### src/rtl/router_fsm_pkg.sv
// Shared definitions for the router packet-control FSM.
//   NUM_PORTS    : number of destination ports (fixed at 3)
//   INVALID_ADDR : header address that is silently dropped
//   state_e      : 3-bit encoded FSM state
//   port_sel()   : picks the flag of one port out of a per-port vector
package router_fsm_pkg;

    localparam int unsigned NUM_PORTS    = 3;
    localparam logic [1:0]  INVALID_ADDR = 2'b11;

    typedef enum logic [2:0] {
        StDecodeAddress   = 3'd0,
        StLoadFirstData   = 3'd1,
        StLoadData        = 3'd2,
        StFifoFull        = 3'd3,
        StLoadAfterFull   = 3'd4,
        StLoadParity      = 3'd5,
        StCheckParityErr  = 3'd6,
        StWaitTillEmpty   = 3'd7
    } state_e;

    // Address 3 does not map to a port, so it reads as 0.
    function automatic logic port_sel(input logic [NUM_PORTS-1:0] flags,
                                      input logic [1:0]           addr);
        logic sel;
        case (addr)
            2'd0:    sel = flags[0];
            2'd1:    sel = flags[1];
            2'd2:    sel = flags[2];
            default: sel = 1'b0;
        endcase
        return sel;
    endfunction

endpackage

### src/rtl/router_fsm_if.sv
// Control bundle between the router source side, router_sync/router_reg and the FSM.
//   Inputs to FSM  : pkt_valid, data_in[1:0], fifo_full, fifo_empty_0..2,
//                    soft_reset_0..2, parity_done, low_pkt_valid
//   Outputs of FSM : detect_add, lfd_state, ld_state, laf_state, full_state,
//                    write_enb_reg, rst_int_reg, busy
//   master : environment side (drives FSM inputs)
//   slave  : FSM side
interface router_fsm_if;
    import router_fsm_pkg::*;

    logic                 pkt_valid;
    logic [1:0]           data_in;
    logic                 fifo_full;
    logic                 fifo_empty_0;
    logic                 fifo_empty_1;
    logic                 fifo_empty_2;
    logic                 soft_reset_0;
    logic                 soft_reset_1;
    logic                 soft_reset_2;
    logic                 parity_done;
    logic                 low_pkt_valid;

    logic                 detect_add;
    logic                 lfd_state;
    logic                 ld_state;
    logic                 laf_state;
    logic                 full_state;
    logic                 write_enb_reg;
    logic                 rst_int_reg;
    logic                 busy;

    modport master (
        output pkt_valid, data_in, fifo_full,
        output fifo_empty_0, fifo_empty_1, fifo_empty_2,
        output soft_reset_0, soft_reset_1, soft_reset_2,
        output parity_done, low_pkt_valid,
        input  detect_add, lfd_state, ld_state, laf_state, full_state,
        input  write_enb_reg, rst_int_reg, busy
    );

    modport slave (
        input  pkt_valid, data_in, fifo_full,
        input  fifo_empty_0, fifo_empty_1, fifo_empty_2,
        input  soft_reset_0, soft_reset_1, soft_reset_2,
        input  parity_done, low_pkt_valid,
        output detect_add, lfd_state, ld_state, laf_state, full_state,
        output write_enb_reg, rst_int_reg, busy
    );

endinterface

### src/rtl/router_fsm.sv
// Packet-control FSM of the 1x3 router. Decodes the header address, sequences
// header/payload/parity loading, stalls on a full FIFO, waits on a busy
// destination and aborts on that destination's soft reset.
// Ports:
//   clock  : system clock, rising edge
//   resetn : asynchronous active-low reset (forces DECODE_ADDRESS)
//   bus    : router_fsm_if.slave control bundle (see interface header)
// Outputs are a pure Moore decode of the current state.
module router_fsm
    import router_fsm_pkg::*;
(
    input  logic           clock,
    input  logic           resetn,
    router_fsm_if.slave    bus
);

    state_e                 state_q, state_d;
    logic [1:0]             addr_q, addr_d;

    logic [NUM_PORTS-1:0]   fifo_empty;
    logic [NUM_PORTS-1:0]   soft_reset;
    logic                   empty_in;    // empty flag of the port named by data_in
    logic                   empty_q;     // empty flag of the latched destination
    logic                   soft_rst_q;  // soft reset of the latched destination

    assign fifo_empty = {bus.fifo_empty_2, bus.fifo_empty_1, bus.fifo_empty_0};
    assign soft_reset = {bus.soft_reset_2, bus.soft_reset_1, bus.soft_reset_0};

    assign empty_in   = port_sel(fifo_empty, bus.data_in);
    assign empty_q    = port_sel(fifo_empty, addr_q);
    assign soft_rst_q = port_sel(soft_reset, addr_q);

    always_ff @(posedge clock or negedge resetn) begin
        if (!resetn) begin
            state_q <= StDecodeAddress;
            addr_q  <= 2'd0;
        end else begin
            state_q <= state_d;
            addr_q  <= addr_d;
        end
    end

    // Next-state logic
    always_comb begin
        state_d = state_q;
        addr_d  = addr_q;

        if (state_q == StDecodeAddress && bus.pkt_valid) begin
            addr_d = bus.data_in;
        end

        case (state_q)
            StDecodeAddress: begin
                if (bus.pkt_valid && bus.data_in != INVALID_ADDR) begin
                    state_d = empty_in ? StLoadFirstData : StWaitTillEmpty;
                end
            end
            StLoadFirstData: state_d = StLoadData;
            StLoadData: begin
                // A full FIFO wins over end-of-packet.
                if (bus.fifo_full) begin
                    state_d = StFifoFull;
                end else if (!bus.pkt_valid) begin
                    state_d = StLoadParity;
                end
            end
            StFifoFull: begin
                if (!bus.fifo_full) begin
                    state_d = StLoadAfterFull;
                end
            end
            StLoadAfterFull: begin
                if (bus.parity_done) begin
                    state_d = StDecodeAddress;
                end else if (bus.low_pkt_valid) begin
                    state_d = StLoadParity;
                end else begin
                    state_d = StLoadData;
                end
            end
            StLoadParity:     state_d = StCheckParityErr;
            StCheckParityErr: state_d = bus.fifo_full ? StFifoFull : StDecodeAddress;
            StWaitTillEmpty: begin
                if (empty_q) begin
                    state_d = StLoadFirstData;
                end
            end
            default:          state_d = StDecodeAddress;
        endcase

        // Destination timeout aborts the packet from any active state.
        if (state_q != StDecodeAddress && soft_rst_q) begin
            state_d = StDecodeAddress;
        end
    end

    // Moore output decode
    always_comb begin
        bus.detect_add    = 1'b0;
        bus.lfd_state     = 1'b0;
        bus.ld_state      = 1'b0;
        bus.laf_state     = 1'b0;
        bus.full_state    = 1'b0;
        bus.write_enb_reg = 1'b0;
        bus.rst_int_reg   = 1'b0;
        bus.busy          = 1'b1;

        case (state_q)
            StDecodeAddress: begin
                bus.detect_add = 1'b1;
                bus.busy       = 1'b0;
            end
            StLoadFirstData: bus.lfd_state = 1'b1;
            StLoadData: begin
                bus.ld_state      = 1'b1;
                bus.write_enb_reg = 1'b1;
                bus.busy          = 1'b0;
            end
            StFifoFull:      bus.full_state = 1'b1;
            StLoadAfterFull: begin
                bus.laf_state     = 1'b1;
                bus.write_enb_reg = 1'b1;
            end
            StLoadParity:     bus.write_enb_reg = 1'b1;
            StCheckParityErr: bus.rst_int_reg   = 1'b1;
            StWaitTillEmpty:  bus.busy          = 1'b1;
            default: begin
                bus.detect_add = 1'b1;
                bus.busy       = 1'b0;
            end
        endcase
    end

endmodule
### src/flat_wrapper.sv
// flat-port wrapper written by rule: the top's interface ports become plain ports
module router_fsm_flat import router_fsm_pkg::*;
  (clock, resetn, bus_pkt_valid, bus_data_in, bus_fifo_full, bus_fifo_empty_0, bus_fifo_empty_1, bus_fifo_empty_2, bus_soft_reset_0, bus_soft_reset_1, bus_soft_reset_2, bus_parity_done, bus_low_pkt_valid, bus_detect_add, bus_lfd_state, bus_ld_state, bus_laf_state, bus_full_state, bus_write_enb_reg, bus_rst_int_reg, bus_busy);
  router_fsm_if bus_i ();
  input  logic clock;
  input  logic resetn;
  input wire logic [$bits(bus_i.pkt_valid)-1:0] bus_pkt_valid;
  input wire logic [$bits(bus_i.data_in)-1:0] bus_data_in;
  input wire logic [$bits(bus_i.fifo_full)-1:0] bus_fifo_full;
  input wire logic [$bits(bus_i.fifo_empty_0)-1:0] bus_fifo_empty_0;
  input wire logic [$bits(bus_i.fifo_empty_1)-1:0] bus_fifo_empty_1;
  input wire logic [$bits(bus_i.fifo_empty_2)-1:0] bus_fifo_empty_2;
  input wire logic [$bits(bus_i.soft_reset_0)-1:0] bus_soft_reset_0;
  input wire logic [$bits(bus_i.soft_reset_1)-1:0] bus_soft_reset_1;
  input wire logic [$bits(bus_i.soft_reset_2)-1:0] bus_soft_reset_2;
  input wire logic [$bits(bus_i.parity_done)-1:0] bus_parity_done;
  input wire logic [$bits(bus_i.low_pkt_valid)-1:0] bus_low_pkt_valid;
  output wire logic [$bits(bus_i.detect_add)-1:0] bus_detect_add;
  output wire logic [$bits(bus_i.lfd_state)-1:0] bus_lfd_state;
  output wire logic [$bits(bus_i.ld_state)-1:0] bus_ld_state;
  output wire logic [$bits(bus_i.laf_state)-1:0] bus_laf_state;
  output wire logic [$bits(bus_i.full_state)-1:0] bus_full_state;
  output wire logic [$bits(bus_i.write_enb_reg)-1:0] bus_write_enb_reg;
  output wire logic [$bits(bus_i.rst_int_reg)-1:0] bus_rst_int_reg;
  output wire logic [$bits(bus_i.busy)-1:0] bus_busy;
  assign bus_i.pkt_valid = bus_pkt_valid;
  assign bus_i.data_in = bus_data_in;
  assign bus_i.fifo_full = bus_fifo_full;
  assign bus_i.fifo_empty_0 = bus_fifo_empty_0;
  assign bus_i.fifo_empty_1 = bus_fifo_empty_1;
  assign bus_i.fifo_empty_2 = bus_fifo_empty_2;
  assign bus_i.soft_reset_0 = bus_soft_reset_0;
  assign bus_i.soft_reset_1 = bus_soft_reset_1;
  assign bus_i.soft_reset_2 = bus_soft_reset_2;
  assign bus_i.parity_done = bus_parity_done;
  assign bus_i.low_pkt_valid = bus_low_pkt_valid;
  assign bus_detect_add = bus_i.detect_add;
  assign bus_lfd_state = bus_i.lfd_state;
  assign bus_ld_state = bus_i.ld_state;
  assign bus_laf_state = bus_i.laf_state;
  assign bus_full_state = bus_i.full_state;
  assign bus_write_enb_reg = bus_i.write_enb_reg;
  assign bus_rst_int_reg = bus_i.rst_int_reg;
  assign bus_busy = bus_i.busy;
  router_fsm u_core (.clock(clock), .resetn(resetn), .bus(bus_i));
endmodule
### config.mk
export PLATFORM = sky130hd
export DESIGN_NAME = router_fsm_flat
export DESIGN_NICKNAME = d
export VERILOG_FILES = /design/src/rtl/router_fsm_pkg.sv /design/src/rtl/router_fsm_if.sv /design/src/rtl/router_fsm.sv /design/src/flat_wrapper.sv
export SDC_FILE = /design/constraint.sdc
export NUM_CORES = 1
export LEC_CHECK = 0
export CORE_AREA = 4 4 41 43
export DETAILED_ROUTE_END_ITERATION = 8
export DIE_AREA = 0 0 45 47
export PLACE_DENSITY = 0.67
export SLEW_MARGIN = 10
export SYNTH_ARGS = -nofsm -noshare
export SYNTH_HDL_FRONTEND = slang
export SYNTH_SLANG_ARGS = --single-unit
### constraint.sdc
create_clock -name clock -period 2.3 [get_ports clock]
set_clock_uncertainty 0.1 [all_clocks]
set_input_delay 0.23 -clock clock [delete_from_list [all_inputs] [get_ports clock]]
set_output_delay 0.23 -clock clock [all_outputs]
set_load 0.05 [all_outputs]
# ---- Yosys cells after proc, flatten, opt, wreduce, memory -nomap -nowiden
# Index checks and enable logic that the tools add are counted.
dict set report word_totals {
  input_bits 14
  reg_bits 5
}
dict set report op_classes {
  n_mux 22
  eq_ne 16
  n_reduce_logical 10
}
# cell n
set ops {}
lappend ops {{3-bit 2-to-1 mux} 9}
lappend ops {{3-bit one-hot mux with 8 select lines} 1}
lappend ops {{3-bit equality test (second input constant)} 4}
lappend ops {{1-bit one-hot mux with 3 select lines} 3}
lappend ops {{1-bit 2-to-1 mux} 8}
lappend ops {{3-bit by 2-bit equality test with 1-bit output (second input constant)} 2}
lappend ops {{2-bit by 1-bit equality test with 1-bit output (second input constant)} 2}
lappend ops {{2-bit equality test (second input constant)} 2}
lappend ops {{2-bit zero test} 2}
lappend ops {{4-bit by 3-bit inequality test with 1-bit output (second input constant)} 1}
lappend ops {{4-bit AND reduction} 1}
lappend ops {{3-bit by 1-bit equality test with 1-bit output (second input constant)} 1}
lappend ops {{1-bit logical AND} 3}
lappend ops {{3-bit zero test} 1}
lappend ops {{3-bit by 1-bit inequality test with 1-bit output (second input constant)} 1}
lappend ops {{3-bit by 2-bit inequality test with 1-bit output (second input constant)} 1}
lappend ops {{3-bit inequality test (second input constant)} 1}
lappend ops {{3-bit nonzero test} 1}
lappend ops {{3-bit OR reduction} 1}
lappend ops {{2-bit 2-to-1 mux} 1}
lappend ops {{2-bit inequality test (second input constant)} 1}
lappend ops {{2-bit OR reduction} 1}

# ---- Logic depth before layout (Yosys ltp)
dict set report depth {
  depth_word 6
  ltp_mapped 5
  depth_no_buf 4
}

# ---- Worst setup path after synthesis
# No wires, ideal clock.
dict set report synth_path {
  path_type {flip-flop to flip-flop}
  from {register u_core.state_q[0]}
  to {register u_core.addr_q[0]}
  required_time_ps 2075
  path_slack_ps -147
  stages_incl_launch_ff 5
  arrival_ps 2223
  cell_sequence {dfrtp_1 buf_2 nor3_1 nand2_1 mux2_2}
}
dict set report synth_via {
  elab_chain_len 2
}
# element line
set synth_rtl {}
lappend synth_rtl {{start: declaration} router_fsm.sv:17} ;# state_e state_q, state_d;
lappend synth_rtl {{start signal: assignment} router_fsm.sv:35} ;# state_q <= StDecodeAddress;
lappend synth_rtl {{start signal: assignment} router_fsm.sv:38} ;# state_q <= state_d;
lappend synth_rtl {{3-bit zero test} router_fsm.sv:48} ;# if (state_q == StDecodeAddress && bus.pkt_valid) begin
lappend synth_rtl {{1-bit logical AND} router_fsm.sv:48}
lappend synth_rtl {{end signal: assignment} router_fsm.sv:39} ;# addr_q <= addr_d;
lappend synth_rtl {{end: declaration} router_fsm.sv:18} ;# logic [1:0] addr_q, addr_d;
# Every way passes these cells.
# A chain may end at the register's enable or synchronous reset.

# ---- Worst setup path in the final report
dict set report layout_path {
  from {register u_core.state_q[0]}
  to {output port bus_rst_int_reg}
}
dict set report layout_via {
  elab_chain_len 2
}
# element line
set layout_rtl {}
lappend layout_rtl {{3-bit equality test} router_fsm.sv:108} ;# case (state_q)
lappend layout_rtl {{1-bit 2-to-1 mux} router_fsm.sv:108}
lappend layout_rtl {{end: declaration} flat_wrapper.sv:24} ;# output wire logic [$bits(bus_i.rst_int_reg)-1:0] bus_rst_int_reg;
# Every way passes these cells.

==> impl_metrics.toml <==
[clocking]
clockBufferDepth = 2
root_buffer = "clkbuf_4"
cts_buffers = 3
clkSinkCount = 5
cts_tree = "yes"
cts.hold.buffers_added = 0
htreeDepth = 1
clk_pin_slew_worst_paths_ns = 0.04
clock_latency_ns = 0.24

[logic_synthesis]
netlist_instances = 56
yosysSeqAreaShare_pct = 26.7
postSynthAreaPerCell_um2 = 8.38
yosysTopAreaCell = "dfrtp_1"
ys.flop_type = "dfrtp_1"
synth_enable_flop_cells = 0
ys_async_sr_fraction_pct = 100
synth.ff_latch_count = 5
yosys_warnings = 0
post-synth-top-area-fraction_pct = 26.7
synth_area_um2 = 469
synth_area_leaders = "dfrtp_1 (27%), mux2i_1 (8.5%), mux2_2 (4.8%), nand3b_1 (4.8%), nand2b_1 (4.0%)"
syn_nets = 70
synth.distinct_cells = 28

[worst_setup_path]
reg2regPathDepth = 4
end_kind = "primary output"
start_kind = "register"
cp.required_ns = 1.97
cp.arrival_ns = 1.82
critPathTopFamily = "buffers and inverters"
regToRegSetupSlack_ns = 0.73
reg2reg_to = "u_core.state_q[0]"
critPathMaxStageDelay_ns = 0.80
r2r-start = "u_core.state_q[0]"
crit_chain = "nand2b_1 > nor2_1 > clkdlybuf4s50_1"
slowest_stage = "clkdlybuf4s50_1"
path_max_fanout = 10
path_class = "reg -> out"
path_buf_inv = 1

[route]
initialDrtViolationCount = 5
num_vias = 511
drcViolationCount = 0
drt_first_pass_iters = 3
wl_mm = 1.16
vias_per_cell = 5.38
routedWlPerCell_um = 12.2
ant_nets = 0

[power_and_ir_drop]
p_seq_share_pct = 20.3
pwr-share-clk_pct = 9.9
vdd_drop_max_mv = 0.855
p_sw_share_pct = 52.9
p_per_area_nw_per_um2 = 1390
p_leak_nw = 0.339
p_int_uw = 475
p_switching_uw = 535
pwr-share-comb_pct = 69.8

[die]
dieHeight_um = 47
dieArea_um2 = 2120
die_w_um = 45
core_region_area_um2 = 1300
initial_core_util_pct = 36.1
num_rows = 13
ioPinCount = 22

[sta]
post-route-min-period_ns = 2.15
fin_crit_sh_pct = 93.5
maxSlewViolCount = 0
finalSetupTns_ns = 0
finalSetupViolations = 0
relSlewSlack_pct = 66.4
rsz0062_at_grt = "false"
timing.hold.ws_ns = 0.106
setup_ws_ns = 0.150
worstMarginPinSlew_ns = 0.503
fmax_ghz = 0.465
timing_hold_violations_final = 0

[cells_and_area]
final_area_um2 = 727
multiInputGateArea_um2 = 328
n_antenna_cell = 0
drive_gt1_share_pct = 12.5
final_util_pct = 55.9
regArea_um2 = 125
syn_to_final_growth_pct = 54.9
fin_nets = 95
n_fill_cell = 134

[placement]
gp_congestion = 0.735
post-place-ws_ns = 0.345
io_buffers = 21
postPlaceCellArea_um2 = 696
dp_hpwl_um = 941

[global_route]
global_route.usage.total_pct = 12.6
first_global_vias = 476
grt_overflow = 0
grt_pass1_wl_mm = 1.93
antenna_found_initial = 0
grt_max_degree = 11

[run_status]
outcome = "finished, final reports clean"

[hold_path]
hp-class = "in -> async"

[job]
drv_cap = 0
[metrics by stage]
stage	total power, mW	cells
after global placement	0.911	91
after floorplan	0.710	56
final	1.01	95
after CTS	1.02	95
after global routing	1.09	95
after detailed placement	0.914	91
[cell families (layout without fill, tap and decap cells)]
| group | count (synthesis) | count (layout) | synth area share [%] |
|---|---|---|---|
| simple gates | 22 | 22 | 26.1 |
| compound gates | 18 | 18 | 29.3 |
| mux | 6 | 6 | 13.3 |
| buf+inv | 5 | 29 | 4.53 |
| flops | 5 | 5 | 26.7 |
[power by group through the flow]
stage / clock network [mW] / logic (mW) / registers [mW]
floorplan: 0 / 0.540 / 0.170
global placement: 0 / 0.709 / 0.202
detailed placement: 0 / 0.710 / 0.204
CTS: 0.105 / 0.713 / 0.203
global route: 0.113 / 0.755 / 0.218
finish: 0.100 / 0.705 / 0.205
[per-layer routing]
metal  GRT usage [%]  vias up  wire length, um
met5               0        -                0
met4            3.51        0                8
met3            4.60        2              128
met2            22.9       22              548
met1            13.8      230              471
li1                -      257                -
[timing repair]
action / CTS / global route
gates resized for setup: 0 / 2
setup endpoints to repair: 0 / 2
buffers inserted: 0 / 0
endpoints found under the hold margin: 0 / 0
[worst register-to-register path: stages, from the launching register on]
cell     delay (ns)
dfrtp_1        0.46
or3b_1         0.41
a21oi_1        0.23
o21ai_0        0.14
a21oi_2        0.16
[layout by cell type (no fill, tap or decap), drive strengths merged]
cell / n
a21o: 2
a21boi: 1
nand2: 3
inv: 3
o211a: 1
nor2b: 2
o32ai: 1
a2bb2oi: 1
and2: 2
nor3: 3
o2111ai: 1
nand3b: 3
a2111o: 1
dlymetal6s2s: 2
o2bb2ai: 1
a211oi: 2
a21oi: 2
clkdlybuf4s50: 17
dfrtp: 5
nor2: 4
clkbuf: 4
o21ai: 3
and3: 1
buf: 3
nand2b: 3
or3b: 1
mux2: 2
mux2i: 4
o211ai: 2
[synth_stat cells (2+ instances only)]
cell	count
inv_1	3
dfrtp_1	5
a211oi_1	2
mux2_2	2
and2_1	2
a21o_1	2
nor2b_1	2
nand2_1	3
o21ai_0	3
nor3_1	3
nand2b_1	3
nand3b_1	3
nor2_1	4
mux2i_1	4
o211ai_1	2
[worst max path at each step]
stage / to / depth (start not counted) / startpoint
finish: bus_rst_int_reg / 3 / u_core.state_q[0]
global route: bus_rst_int_reg / 3 / u_core.state_q[0]
CTS: bus_ld_state / 3 / u_core.state_q[0]
detailed placement: bus_ld_state / 3 / u_core.state_q[0]
global placement: bus_ld_state / 3 / u_core.state_q[0]
floorplan: bus_write_enb_reg / 4 / u_core.state_q[0]
[sequential cells by signal, indices dropped and copies added, names as in the netlist]
name / flops
u_core.state_q: 3
u_core.addr_q: 2
[area by class of cell]
class,count,share of cell area [%]
Sequential cell,5,17.2
Inverter,3,1.55
Timing Repair Buffer,22,29.9
Tap cell,15,2.58
Multi-Input combinational cell,46,45.1
Clock buffer,4,3.61
Note: power is estimated with default switching activity, not from simulation.
